File: config.mk
export PLATFORM = sky130hd
export DESIGN_NAME = cpu_periph_hub
export DESIGN_NICKNAME = d
export VERILOG_FILES = /design/src/rtl/cpu_periph_pkg.sv /design/src/rtl/uart_rx_core.sv /design/src/rtl/cpu_periph_hub.sv
export SDC_FILE = /design/constraint.sdc
export NUM_CORES = 1
export LEC_CHECK = 0
export CORE_ASPECT_RATIO = 1.2
export CORE_UTILIZATION = 43
export CTS_CLUSTER_DIAMETER = 80
export CTS_CLUSTER_SIZE = 40
export DETAILED_ROUTE_END_ITERATION = 8
export SETUP_SLACK_MARGIN = 0.1
export SLEW_MARGIN = 10
export SYNTH_ARGS = -nofsm -noshare
export SYNTH_HDL_FRONTEND = slang
export SYNTH_SLANG_ARGS = --single-unit
File: constraint.sdc
create_clock -name clk -period 4.3 [get_ports clk]
set_clock_uncertainty 0.1 [all_clocks]
set_input_delay 1.29 -clock clk [delete_from_list [all_inputs] [get_ports clk]]
set_output_delay 1.29 -clock clk [all_outputs]
set_load 0.02 [all_outputs]
File: src/rtl/cpu_periph_pkg.sv
// Shared constants for the CPU peripheral hub: UART framing and RX state encoding.
package cpu_periph_pkg;

    localparam int UART_DATA_W      = 8;
    localparam int DEF_CLKS_PER_BIT = 434;

    localparam logic [1:0] RX_IDLE  = 2'd0;
    localparam logic [1:0] RX_START = 2'd1;
    localparam logic [1:0] RX_DATA  = 2'd2;
    localparam logic [1:0] RX_STOP  = 2'd3;

endpackage

File: src/rtl/uart_rx_core.sv
// 8N1 UART receiver: 2-FF synchroniser, mid-bit sampling FSM, one-cycle push / framing-error pulses.
module uart_rx_core
    import cpu_periph_pkg::*;
#(
    parameter int CLKS_PER_BIT = DEF_CLKS_PER_BIT
) (
    input  logic                   clk,
    input  logic                   rst,
    input  logic                   uart_in,
    output logic [UART_DATA_W-1:0] rx_data,
    output logic                   rx_push,
    output logic                   rx_ferr
);

    localparam int               CNT_W   = $clog2(CLKS_PER_BIT);
    localparam logic [CNT_W-1:0] HALF_M1 = CNT_W'(CLKS_PER_BIT / 2 - 1);
    localparam logic [CNT_W-1:0] FULL_M1 = CNT_W'(CLKS_PER_BIT - 1);

    logic                   sync_p0;
    logic                   sync_p1;
    logic [1:0]             state;
    logic [CNT_W-1:0]       clk_cnt;
    logic [2:0]             bit_idx;
    logic [UART_DATA_W-1:0] shift;
    logic                   half_tick;
    logic                   bit_tick;

    assign half_tick = (clk_cnt == HALF_M1);
    assign bit_tick  = (clk_cnt == FULL_M1);

    // Synchroniser stage: idle-high so a reset does not look like a start bit
    always_ff @(posedge clk or negedge rst) begin
        if (!rst) begin
            sync_p0 <= 1'b1;
            sync_p1 <= 1'b1;
        end else begin
            sync_p0 <= uart_in;
            sync_p1 <= sync_p0;
        end
    end

    always_ff @(posedge clk or negedge rst) begin
        if (!rst) begin
            state   <= RX_IDLE;
            clk_cnt <= '0;
            bit_idx <= '0;
        end else begin
            case (state)
                RX_IDLE: begin
                    clk_cnt <= '0;
                    bit_idx <= '0;
                    if (!sync_p1) state <= RX_START;
                end
                RX_START: begin
                    if (half_tick) begin
                        clk_cnt <= '0;
                        state   <= sync_p1 ? RX_IDLE : RX_DATA;
                    end else begin
                        clk_cnt <= clk_cnt + 1'b1;
                    end
                end
                RX_DATA: begin
                    if (bit_tick) begin
                        clk_cnt <= '0;
                        bit_idx <= bit_idx + 1'b1;
                        if (bit_idx == 3'd7) state <= RX_STOP;
                    end else begin
                        clk_cnt <= clk_cnt + 1'b1;
                    end
                end
                default: begin
                    if (bit_tick) begin
                        clk_cnt <= '0;
                        state   <= RX_IDLE;
                    end else begin
                        clk_cnt <= clk_cnt + 1'b1;
                    end
                end
            endcase
        end
    end

    // LSB arrives first, so shift in from the top
    always_ff @(posedge clk) begin
        if (state == RX_DATA && bit_tick) shift <= {sync_p1, shift[UART_DATA_W-1:1]};
    end

    assign rx_data = shift;
    assign rx_push = (state == RX_STOP) && bit_tick && sync_p1;
    assign rx_ferr = (state == RX_STOP) && bit_tick && !sync_p1;

endmodule

File: src/rtl/cpu_periph_hub.sv
// CPU-side peripheral hub: UART RX into a show-ahead FIFO with threshold interrupt,
// sticky overflow/framing flags and a CPU-writable LED register.
module cpu_periph_hub
    import cpu_periph_pkg::*;
#(
    parameter int CLKS_PER_BIT = DEF_CLKS_PER_BIT,
    parameter int FIFO_DEPTH   = 4,
    parameter int INT_THRESH   = 1,
    parameter int LED_W        = 8
) (
    input  logic                          clk,
    input  logic                          rst,
    input  logic                          uart_in,
    output logic                          int0,
    output logic [UART_DATA_W-1:0]        uart_read_byte,
    output logic                          rx_valid,
    input  logic                          cpu_end_read,
    input  logic                          leds_write,
    input  logic [LED_W-1:0]              leds_write_byte,
    output logic [LED_W-1:0]              leds,
    output logic [$clog2(FIFO_DEPTH):0]   fifo_count,
    output logic                          overflow,
    output logic                          frame_err,
    input  logic                          clr_err
);

    localparam int PTR_W = $clog2(FIFO_DEPTH);
    localparam int CNT_W = PTR_W + 1;

    logic [UART_DATA_W-1:0] rx_data;
    logic                   rx_push;
    logic                   rx_ferr;

    logic [UART_DATA_W-1:0] mem [FIFO_DEPTH];
    logic [PTR_W-1:0]       rd_ptr;
    logic [PTR_W-1:0]       wr_ptr;
    logic                   full;
    logic                   pop_ok;
    logic                   push_ok;
    logic                   ovf_set;
    logic [CNT_W-1:0]       count_nxt;
    logic [UART_DATA_W-1:0] head_nxt;

    uart_rx_core #(
        .CLKS_PER_BIT (CLKS_PER_BIT)
    ) u_rx (
        .clk     (clk),
        .rst     (rst),
        .uart_in (uart_in),
        .rx_data (rx_data),
        .rx_push (rx_push),
        .rx_ferr (rx_ferr)
    );

    // A pop in the same cycle frees the slot a full-FIFO push needs
    assign full      = (fifo_count == CNT_W'(FIFO_DEPTH));
    assign pop_ok    = cpu_end_read && (fifo_count != '0);
    assign push_ok   = rx_push && (!full || pop_ok);
    assign ovf_set   = rx_push && full && !pop_ok;
    assign count_nxt = fifo_count + CNT_W'(push_ok) - CNT_W'(pop_ok);

    always_comb begin
        head_nxt = uart_read_byte;
        if (pop_ok) begin
            if (fifo_count > CNT_W'(1)) head_nxt = mem[rd_ptr + PTR_W'(1)];
            else if (push_ok)           head_nxt = rx_data;
        end else if (push_ok && fifo_count == '0) begin
            head_nxt = rx_data;
        end
    end

    always_ff @(posedge clk) begin
        if (push_ok) mem[wr_ptr] <= rx_data;
    end

    always_ff @(posedge clk or negedge rst) begin
        if (!rst) begin
            rd_ptr         <= '0;
            wr_ptr         <= '0;
            fifo_count     <= '0;
            rx_valid       <= 1'b0;
            int0           <= 1'b0;
            uart_read_byte <= '0;
            overflow       <= 1'b0;
            frame_err      <= 1'b0;
            leds           <= '0;
        end else begin
            if (push_ok) wr_ptr <= wr_ptr + PTR_W'(1);
            if (pop_ok)  rd_ptr <= rd_ptr + PTR_W'(1);
            fifo_count     <= count_nxt;
            rx_valid       <= (count_nxt != '0);
            int0           <= (count_nxt >= CNT_W'(INT_THRESH));
            uart_read_byte <= head_nxt;
            overflow       <= ovf_set | (overflow  & ~clr_err);
            frame_err      <= rx_ferr | (frame_err & ~clr_err);
            if (leds_write) leds <= leds_write_byte;
        end
    end

endmodule
==> results summary <==
The total global-route track usage came out at 15.39%. The overall overflow remaining after global route is 0. The leakage power of the design is approximately 1.5 nW. The sum of net half-perimeters after detailed placement came out at 3.928 mm.

Setup repair after global routing left no endpoint under its margin. The average size of a mapped cell is 15.32 sq um. TritonCTS built the clock tree.

The mean routed wirelength per cell came out at 16.64 microns. The library cells used most frequently in the layout, excluding fill and tap cells, are dfrtp_1 (41), edfxtp_1 (40), clkdlybuf4s50_1 (35). In this run the post-CTS setup repair buffer count came out at 0. Buffers placed on the I/O ports in this run total 36. The CTS sink count is 83.

Prior to clock tree synthesis, the placed netlist has a worst setup slack of 0.3904 ns. The run finished with clean final reports. The cell at the root of the clock tree is clkbuf_8. Counting both buffers and inverters, the worst setup path holds a total of 1. The leading cell type in the layout, fill and taps excluded is dfrtp_1. The area occupied by registers came out at 2280 sq um.

The count of nets left with antenna violations once routing finished came out at 0. The time the final worst path needs with I/O delays and setup came out at ~3.5 ns. The hold buffer count at CTS is 0.

Wires add up to 6.058 mm. The dominant delay contributor by cell family on the critical path is simple AND/OR/NAND/NOR gates. By startpoint and endpoint, the worst setup path is classified as primary input to register. The footprint of the multi-input gates is 1106 sq um. The number of max-slew violations in the final report is 0.

During I/O placement, the number of pins put on the boundary was 37. The count of non-filler cells in the finished layout is between 300 and 400. The actual transition at the worst max-transition pin is 0.9955 ns. In this run the worst path has a maximum fanout of 4.

For this run, the post-layout net count is 294. Counting instances, the worst hold path has a depth of 0. The classification of the worst-slack hold path is register to register. Tracing the worst setup path back leads to its startpoint at cpu_end_read. The final setup TNS came out at 0 ns. The number of max-cap violations is 0. The number of antenna violations at the first check in global routing was 0. Compared with the post-synthesis result, the final layout area differs by 18.55%.

The nature of the critical path startpoint is a primary input. From bottom edge to top edge, the die measures 100.1 microns. The starting utilization of the core area came out at 44.72%.

The initial DRC count is 59. The first global-routing pass estimated between 9 and 10 mm of wire. The detailed-router iteration count before antenna repair came out at 4. The number of fill cells in the layout came out at approximately 630. Once placement completed, the tool counted placed cells totaling 348. Based on the critical path, the design can be clocked at up to around 0.28 GHz. The critical path required time is between 4 and 5 ns. For the worst setup path, the data arrival time is 3.66 ns. The worst stage delay on the critical path came out at 0.64 ns.

The signal on the critical path passes through clkdlybuf4s50_1 > or4b_2 > nand2_1 > or3_1 > nand2_1 > ha_1 > fa_1 > xnor2_1 > or3_1. The cell depth of the worst flop-to-flop path is 9. The pin count of the biggest net entering global routing came out at 44. The flop-to-flop setup slack is roughly 1.6 ns.

The post-cts repair resize count came out at 0. The number of diodes added for antenna fixing came out at 0. The number of different library cells used by synthesis comes to 38.

The path with the worst hold slack has its endpoint at u_rx.sync_p1. The cell area after synthesis came out at 3447 sq um. The maximum root-to-sink buffer count is 2. The horizontal die dimension came out at 83.74 microns. The maximum level of the CTS H-tree is 3. The hold violation total from the final report is 0. The via count is 1946.

The master of the slowest instance on the critical path is or4b_2. The final estimated routing congestion in global placement came out at 0.7842. The sort of element at the end of the critical path is a register. The post-route netlist has about 14% of its cells at a drive strength greater than 1.

The number of global-route vias before repair is ~1900. The final critical-path setup slack is 0.7622 ns. Using the TritonRoute via totals, the vias-per-cell ratio works out to 5.346. The die area is between 8000 and 9000 sq um.

TritonCTS created 9 clock buffers. After layout, the worst path uses between 80% and 90% of the clock period. The detailed-route DRC error count came out at 0.

The total power density per cell area came out at approximately 500 nW/um^2. Setup violations remaining at the end of the flow were counted as 0. In this run, synthesis produced a sequential element count of 83. The post-synthesis net count is 252. The sequential area share after synthesis is 66.13%. The total area inside the core boundary comes to 7707 sq um. The clock reaches the later pin of the worst-skew pair after 0.34 ns. The clock transition at the registers of the reported paths came out at about 0.080 ns. The initialized floorplan defines 35 standard-cell rows. During synthesis, Yosys emitted a total of 0 warnings. Measured against its own limit, the worst slew margin works out to 33.63%. The worst reg2reg path startpoint is u_rx.clk_cnt[1]. The worst IR drop on VDD is 0.2801 mV. In this run the critical register-to-register path is captured at int0. The number of cells produced by synthesis is 225. In this run the most critical hold path is launched from u_rx.sync_p0.
cell usage after synthesis:
master	instances	area, sq um
nor3_1	5	25.02
a211o_1	1	8.760
a221o_1	8	80.08
nand3_1	4	20.02
or3_1	4	25.02
dfrtp_1	41	1026
nand4_1	1	6.260
mux2_2	10	112.6
nand4b_1	1	8.760
fa_1	1	20.02
or4b_1	1	10.01
clkbuf_1	5	18.77
and4b_1	1	10.01
a21oi_1	2	10.01
and4bb_2	1	12.51
a22o_1	5	43.79
inv_1	10	37.54
dfstp_2	2	52.55
nand2_1	9	33.78
ha_1	12	150.1
or4b_2	1	10.01
xor2_1	3	26.28
o21ai_0	2	10.01
nor2_1	13	48.80
edfxtp_1	40	1201
xnor2_1	8	70.07
a22oi_4	1	21.27
buf_2	1	5.000
and3b_1	1	8.760
or3_4	1	11.26
o21ai_1	2	10.01
mux4_2	8	180.2
nor2b_1	2	12.51
or2_2	1	6.260
o22ai_1	2	12.51
and2_1	13	81.33
o41ai_1	1	8.760
nand4bb_1	1	11.26
flip-flops by register name, indices dropped and copies added (netlist names):
name	count
leds	8
rd_ptr	2
overflow	1
int0	1
u_rx.rx_data	8
u_rx.bit_idx	3
u_rx.state	2
wr_ptr	2
u_rx.sync_p0	1
uart_read_byte	8
rx_valid	1
mem	32
frame_err	1
u_rx.sync_p1	1
fifo_count	3
u_rx.clk_cnt	9
worst max path at each step:
stage	end	slack, ns	depth (start not counted)
2_1_floorplan	int0	0.94	7
3_3_place_gp	int0	0.45	8
3_5_place_dp	rx_valid	0.39	9
4_1_cts	int0	0.78	9
5_1_grt	rx_valid	0.69	9
6_report	int0	0.76	9
power by group:
| part | switching [mW] | leakage [nW] | internal [mW] |
|---|---|---|---|
| Clock | 0.262 | 0.0886 | 0.266 |
| Combinational | 0.221 | 0.582 | 0.300 |
| Sequential | 0.0963 | 0.875 | 0.907 |
logic make-up (layout without fill, tap and decap cells):
group / after synthesis / after routing / share of synthesized area [%]
compound gates: 24 / 24 / 5.953
buf+inv: 16 / 63 / 1.779
mux: 18 / 18 / 8.494
simple gates: 60 / 60 / 9.909
flops: 83 / 83 / 66.13
fa+ha+maj: 13 / 13 / 4.936
xor+xnor: 11 / 11 / 2.795
worst register-to-register path: cells and delay by family, from the launching register on:
kind                     cells  cell delay [ns]
adder cells (fa/ha/maj)      3             0.74
buffers and inverters        1             0.08
flip-flops                   1             0.40
AND/OR/NAND/NOR              5             1.24
metrics by stage:
stage / utilization [%] / cell area, sq um / power (mW) / hold WS [ns]
after floorplan: - / 3447 / 1.331 / 0.2452
after global placement: 50.62 / 3901 / 1.543 / 0.2468
after detailed placement: 50.62 / 3901 / 1.551 / 0.2509
after CTS: 53.02 / 4086 / 2.085 / 0.2621
after global routing: 53.02 / 4086 / 2.159 / 0.2670
final: 53.02 / 4086 / 2.053 / 0.2608
per-layer routing:
metal  up-vias  track usage, %  wire, microns
met4         0           7.823            129
met1       978           18.64           2664
li1        918               -              -
met3        14           2.878            175
met5         -               0              0
met2        36           26.45           3088
area by class of cell:
class / instances / area share [%]
Tap cell: 92 / 2.817
Timing Repair Buffer: 37 / 8.879
Inverter: 10 / 0.9186
Sequential cell: 83 / 55.79
Multi-Input combinational cell: 126 / 27.07
Clock inverter: 5 / 1.317
Clock buffer: 11 / 3.215
No activity file was read; power rests on OpenSTA's default activity.
